`src/rtl/run_det_pkg.sv`:
```
// Shared types and the polarity-permission helper for the run-length detector.
package run_det_pkg;

  typedef enum logic {S_IDLE, S_RUN} state_t;

  typedef enum logic [1:0] {M_BOTH, M_ONES, M_ZEROS, M_OFF} mode_t;

  // True when a run of polarity b may raise z / be counted under mode m.
  function automatic logic allow(input mode_t m, input logic b);
    case (m)
      M_BOTH:  allow = 1'b1;
      M_ONES:  allow = b;
      M_ZEROS: allow = ~b;
      default: allow = 1'b0;
    endcase
  endfunction

endpackage

```
`src/rtl/sat_counter.sv`:
```
// Up-counter that sticks at all-ones; synchronous clear wins over increment.
module sat_counter #(
  parameter int W = 8
) (
  input  logic         Clock,
  input  logic         Resetn,
  input  logic         clr,
  input  logic         inc,
  output logic [W-1:0] q
);

  logic [W-1:0] cnt_q;
  logic [W-1:0] cnt_d;

  always_comb begin
    cnt_d = cnt_q;
    if (clr) begin
      cnt_d = '0;
    end else if (inc && (cnt_q != '1)) begin
      cnt_d = cnt_q + 1'b1;
    end
  end

  always_ff @(posedge Clock or negedge Resetn) begin
    if (!Resetn) begin
      cnt_q <= '0;
    end else begin
      cnt_q <= cnt_d;
    end
  end

  assign q = cnt_q;

endmodule

```
`src/rtl/run_length_detector.sv`:
```
// Tracks the current run of identical w samples, flags runs of RUN_LEN under the
// selected polarity mode and counts qualified run completions.
module run_length_detector
  import run_det_pkg::*;
#(
  parameter  int RUN_LEN = 4,
  parameter  int MATCH_W = 8,
  localparam int CNT_W   = $clog2(RUN_LEN + 1)
) (
  input  logic               Clock,
  input  logic               Resetn,
  input  logic               en,
  input  logic               clr,
  input  logic               w,
  input  logic [1:0]         mode,
  output logic               z,
  output logic [CNT_W-1:0]   run_len,
  output logic               last_bit,
  output logic [MATCH_W-1:0] match_count,
  output logic [3:0]         state_code
);

  localparam logic [CNT_W-1:0] RUN_MAX = CNT_W'(RUN_LEN);

  state_t           state_q, state_d;
  logic [CNT_W-1:0] run_q, run_d;
  logic             last_q, last_d;
  logic             complete;
  logic             inc;
  mode_t            mode_e;
  logic [7:0]       run_ext;
  logic [2:0]       run_cap;

  assign mode_e = mode_t'(mode);

  always_comb begin
    state_d  = state_q;
    run_d    = run_q;
    last_d   = last_q;
    complete = 1'b0;
    if (clr) begin
      state_d = S_IDLE;
      run_d   = '0;
      last_d  = 1'b0;
    end else if (en) begin
      if (state_q == S_IDLE) begin
        state_d = S_RUN;
        last_d  = w;
        run_d   = CNT_W'(1);
      end else if (w == last_q) begin
        // Saturate at RUN_LEN; only the RUN_LEN-1 -> RUN_LEN step is a completion.
        if (run_q < RUN_MAX) begin
          run_d    = run_q + 1'b1;
          complete = (run_q == RUN_MAX - 1'b1);
        end
      end else begin
        last_d = w;
        run_d  = CNT_W'(1);
      end
    end
  end

  always_ff @(posedge Clock or negedge Resetn) begin
    if (!Resetn) begin
      state_q <= S_IDLE;
      run_q   <= '0;
      last_q  <= 1'b0;
    end else begin
      state_q <= state_d;
      run_q   <= run_d;
      last_q  <= last_d;
    end
  end

  // Qualified on the polarity being sampled, so a later mode change never counts old runs.
  assign inc = complete && allow(mode_e, w);

  sat_counter #(.W(MATCH_W)) u_match_cnt (
    .Clock  (Clock),
    .Resetn (Resetn),
    .clr    (clr),
    .inc    (inc),
    .q      (match_count)
  );

  assign z = (state_q == S_RUN) && (run_q == RUN_MAX) && allow(mode_e, last_q);

  assign run_ext    = 8'(run_q);
  assign run_cap    = (run_ext > 8'd7) ? 3'd7 : run_ext[2:0];
  assign state_code = (state_q == S_IDLE) ? 4'h0 : {last_q, run_cap};

  assign run_len  = run_q;
  assign last_bit = last_q;

endmodule

```
`config.mk`:
```
export PLATFORM = sky130hd
export DESIGN_NAME = run_length_detector
export DESIGN_NICKNAME = d
export VERILOG_FILES = /design/src/rtl/run_det_pkg.sv /design/src/rtl/sat_counter.sv /design/src/rtl/run_length_detector.sv
export SDC_FILE = /design/constraint.sdc
export NUM_CORES = 1
export LEC_CHECK = 0
export CAP_MARGIN = 5
export CORE_MARGIN = 2
export CORE_UTILIZATION = 48
export CTS_CLUSTER_SIZE = 16
export DETAILED_ROUTE_END_ITERATION = 12
export PLACE_DENSITY = 0.9
export SLEW_MARGIN = 20
export SYNTH_ARGS = -nofsm -noshare
export SYNTH_HDL_FRONTEND = slang
export SYNTH_SLANG_ARGS = --single-unit
```
`constraint.sdc`:
```
create_clock -name Clock -period 4.3 [get_ports Clock]
set_input_delay 0.43 -clock Clock [delete_from_list [all_inputs] [get_ports Clock]]
set_output_delay 0.43 -clock Clock [all_outputs]
set_load 0.02 [all_outputs]
```
==> results.py <==
metrics = {
    "status": {
        "run_status": "complete, no violations",
    },
    "power_and_ir_drop": {
        "pwr_density_cell_mw_per_mm2": 219,
        "power_leakage_nw": 0.432,
        "max-vdd-ir-drop_v": 0.000189,
    },
    "synth": {
        "dominant_cell_type_by_area_after_synthesis": "sky130_fd_sc_hd__dfrtp_1",
        "synth_cell_types": 31,
        "postSynth.topFlopCell": "sky130_fd_sc_hd__dfrtp_1",
        "synth_fp_nets": 91,
        "post_synth_instance_area_um2": 791,
        "synth.yosys.warnings": 0,
        "asyncSetResetFlopFracSynth_pct": 100,
        "synthCells": 80,
        "edff_count_synth": 0,
        "synth.top_cells.by_area": "sky130_fd_sc_hd__dfrtp_1, sky130_fd_sc_hd__nor2_1, sky130_fd_sc_hd__xnor2_1, sky130_fd_sc_hd__ha_1, sky130_fd_sc_hd__and2_1",
        "yosysTopAreaCellShare_pct": 41.1,
        "postSynthAreaPerCell_um2": 9.88,
        "ys_seq_area_share_pct": 41.1,
        "flip_flop_and_latch_count_after_synthesis": 13,
    },
    "clock_tree": {
        "clock_insertion_delay_worst_skew_ps": 270,
        "cts_inserted_buffers": 3,
        "clk_root_buffer_cell": "sky130_fd_sc_hd__clkbuf_4",
        "cts_sinks": 13,
        "clock_tree.buffer_depth": 2,
        "cts.hold.buffers_added": 0,
        "cts_repair_resize_count": 0,
        "h-tree-depth": 1,
        "tritoncts": "yes",
        "postCtsSetupRepairBufs": 0,
        "clock_pin_slew_on_the_worst_setup_and_hold_paths_ps": 80,
    },
    "timing": {
        "worst-slew-pin-transition_ps": 571,
        "maxSlewHeadroom_pct": 61.8,
        "max_freq_mhz": 434,
        "fin_crit_sh_pct": 53.6,
        "final.min_clock_period_ps": 2300,
        "rsz_0062_raised_after_global_routing": "no",
        "drv_slew": 0,
        "final.setup.tns_ps": 0,
        "fin_worst_skew_ps": 4.10,
        "worst_slack_ps": 2000,
        "finalSetupViolCount": 0,
        "finalHoldViolCount": 0,
    },
    "cells_and_area": {
        "drive_gt1_share_pct": 9.52,
        "layout_commonest_cell": "sky130_fd_sc_hd__clkdlybuf4s50_1",
        "multiInputGateArea_um2": 443,
        "storage_element_area_um2": 325,
        "commonest_non_fill_non_tap_cells_in_the_layout": "sky130_fd_sc_hd__clkdlybuf4s50_1, sky130_fd_sc_hd__nor2_1, sky130_fd_sc_hd__dfrtp_1",
        "antenna_cells_inserted": 0,
        "area_growth_pct": 33.5,
        "finalNetCount": 117,
        "filler_cell_count_in_the_final_layout": 117,
    },
    "grt": {
        "first_global_vias": 611,
        "antenna_found_initial": 0,
        "track_usage_pct": 18.4,
        "global_route.overflow_total": 0,
        "grt_pass1_wl_mm": 2.64,
        "grt_start_max_net_pins": 17,
    },
    "floorplan": {
        "number_of_rows_in_the_core_area": 14,
        "fp.coreArea_mm2": 0.00152,
        "floorplan.die_area_mm2": 0.00199,
        "die_width_um": 44.6,
        "chipHeight_um": 44.6,
        "floorplan.initialDensity_pct": 51.9,
        "num_io_pins": 24,
    },
    "worst_setup_path": {
        "critPathKind": "input pin to register",
        "critPathRequiredTime_ps": 4450,
        "max_stage_delay_ps": 650,
        "startpoint_type": "input pin",
        "critPathSlowestCell": "sky130_fd_sc_hd__clkdlybuf4s50_1",
        "critPathMaxFanout": 16,
        "timing.critical_path.cells": "clkdlybuf4s50_1 -> nand3b_1 -> a211o_4 -> nor3_4 -> and3_1 -> mux2_1",
        "crit_cells": 6,
        "critPathTopFamily": "simple AND/OR/NAND/NOR gates",
        "r2r_depth": 7,
        "cp_num_buf_inv": 1,
        "timing.critical_path.to_type": "register",
        "worst_ep_arrival_time_ps": 2460,
    },
    "routing": {
        "drt-vias-per-instance": 5.38,
        "post_drt_wl_per_cell_um": 13.0,
        "vias": 651,
        "drt-initial-drc-count": 14,
        "drtPass1Iterations": 4,
        "post-route-drc-count": 0,
        "antenna_violating_nets_post_route": 0,
        "wl_mm": 1.58,
    },
    "placement": {
        "detailedPlacementHpwl_mm": 1.25,
        "placement.io_buffers": 23,
        "routabilityCongestion": 0.764,
        "placement.setup.worst_slack_ps": 1720,
    },
    "min_path": {
        "tightest_hold_check_type": "input pin to async pin",
    },
    "flow_run": {
        "drv.max_cap_violation_count": 0,
    },
}
## registers in the layout (all words and copies together), names as in the netlist
signal         count
last_bit           1
run_len            3
state_q            1
u_match_cnt.q      8
## cells by family (layout without fill, tap and decap cells)
kind of cell,count (synthesis),after routing,synth area share (%)
and+or+nand+nor,39,39,29.1
DFF,13,13,41.1
AOI/OAI and AO/OA,10,10,9.97
xor gates and xnor gates,6,6,6.65
buffers and inverters,5,30,2.85
adders and majority gates,4,4,6.33
muxes,3,3,3.96
## area by class of cell
class	instances	area share, %
Tap cell	16	1.90
Inverter	3	1.07
Sequential cell	13	30.8
Multi-Input combinational cell	62	41.9
Timing Repair Buffer	23	21.8
Clock buffer	4	2.49
## cell usage after synthesis, types with 2 or more instances
master	n
sky130_fd_sc_hd__a21oi_1	3
sky130_fd_sc_hd__and2_1	4
sky130_fd_sc_hd__and3_1	3
sky130_fd_sc_hd__dfrtp_1	13
sky130_fd_sc_hd__ha_1	4
sky130_fd_sc_hd__inv_1	3
sky130_fd_sc_hd__mux2i_1	2
sky130_fd_sc_hd__nand2_1	2
sky130_fd_sc_hd__nand2b_1	3
sky130_fd_sc_hd__nand3_1	2
sky130_fd_sc_hd__nor2_1	14
sky130_fd_sc_hd__nor2b_1	3
sky130_fd_sc_hd__xnor2_1	6
## layer usage
metal / vias to the layer above / wire length, µm / GRT usage, %
met5: - / 0 / 0
met3: 2 / 92 / 4.08
met1: 297 / 701 / 21.6
met2: 22 / 774 / 31.3
met4: 0 / 11 / 9.09
li1: 330 / - / -
## final timing paths
kind	start	end	slack, ps
max	clr	u_match_cnt.q[5]$_DFFE_PN0P_	2000
min	Resetn	run_len[0]$_DFFE_PN0P_	520
max reg2reg	run_len[0]$_DFFE_PN0P_	u_match_cnt.q[5]$_DFFE_PN0P_	2250
min reg2reg	state_q$_DFFE_PN0P_	run_len[0]$_DFFE_PN0P_	600
max in group asynchronous	Resetn	u_match_cnt.q[4]$_DFFE_PN0P_	3400
min in group Clock	state_q$_DFFE_PN0P_	run_len[0]$_DFFE_PN0P_	600
## power breakdown
group          total [mW]  switching [mW]  internal, mW  leakage, nW
registers           0.128         0.00341         0.124        0.178
clock network      0.0731          0.0371        0.0359       0.0150
logic              0.0302          0.0164        0.0138        0.239
total               0.231          0.0569         0.174        0.432
## metrics by stage
stage               cell area [µm²]  instances  utilization (%)  hold WS, ps  power, mW
floorplan                       791         80                -          134      0.145
global placement               1030        117             67.6          574      0.160
detailed placement             1030        117             67.6          591      0.161
CTS                            1060        121             69.3          536      0.235
global route                   1060        121             69.3          581      0.243
finish                         1060        121             69.3          520      0.231
Power figures use the tool's default switching activity.
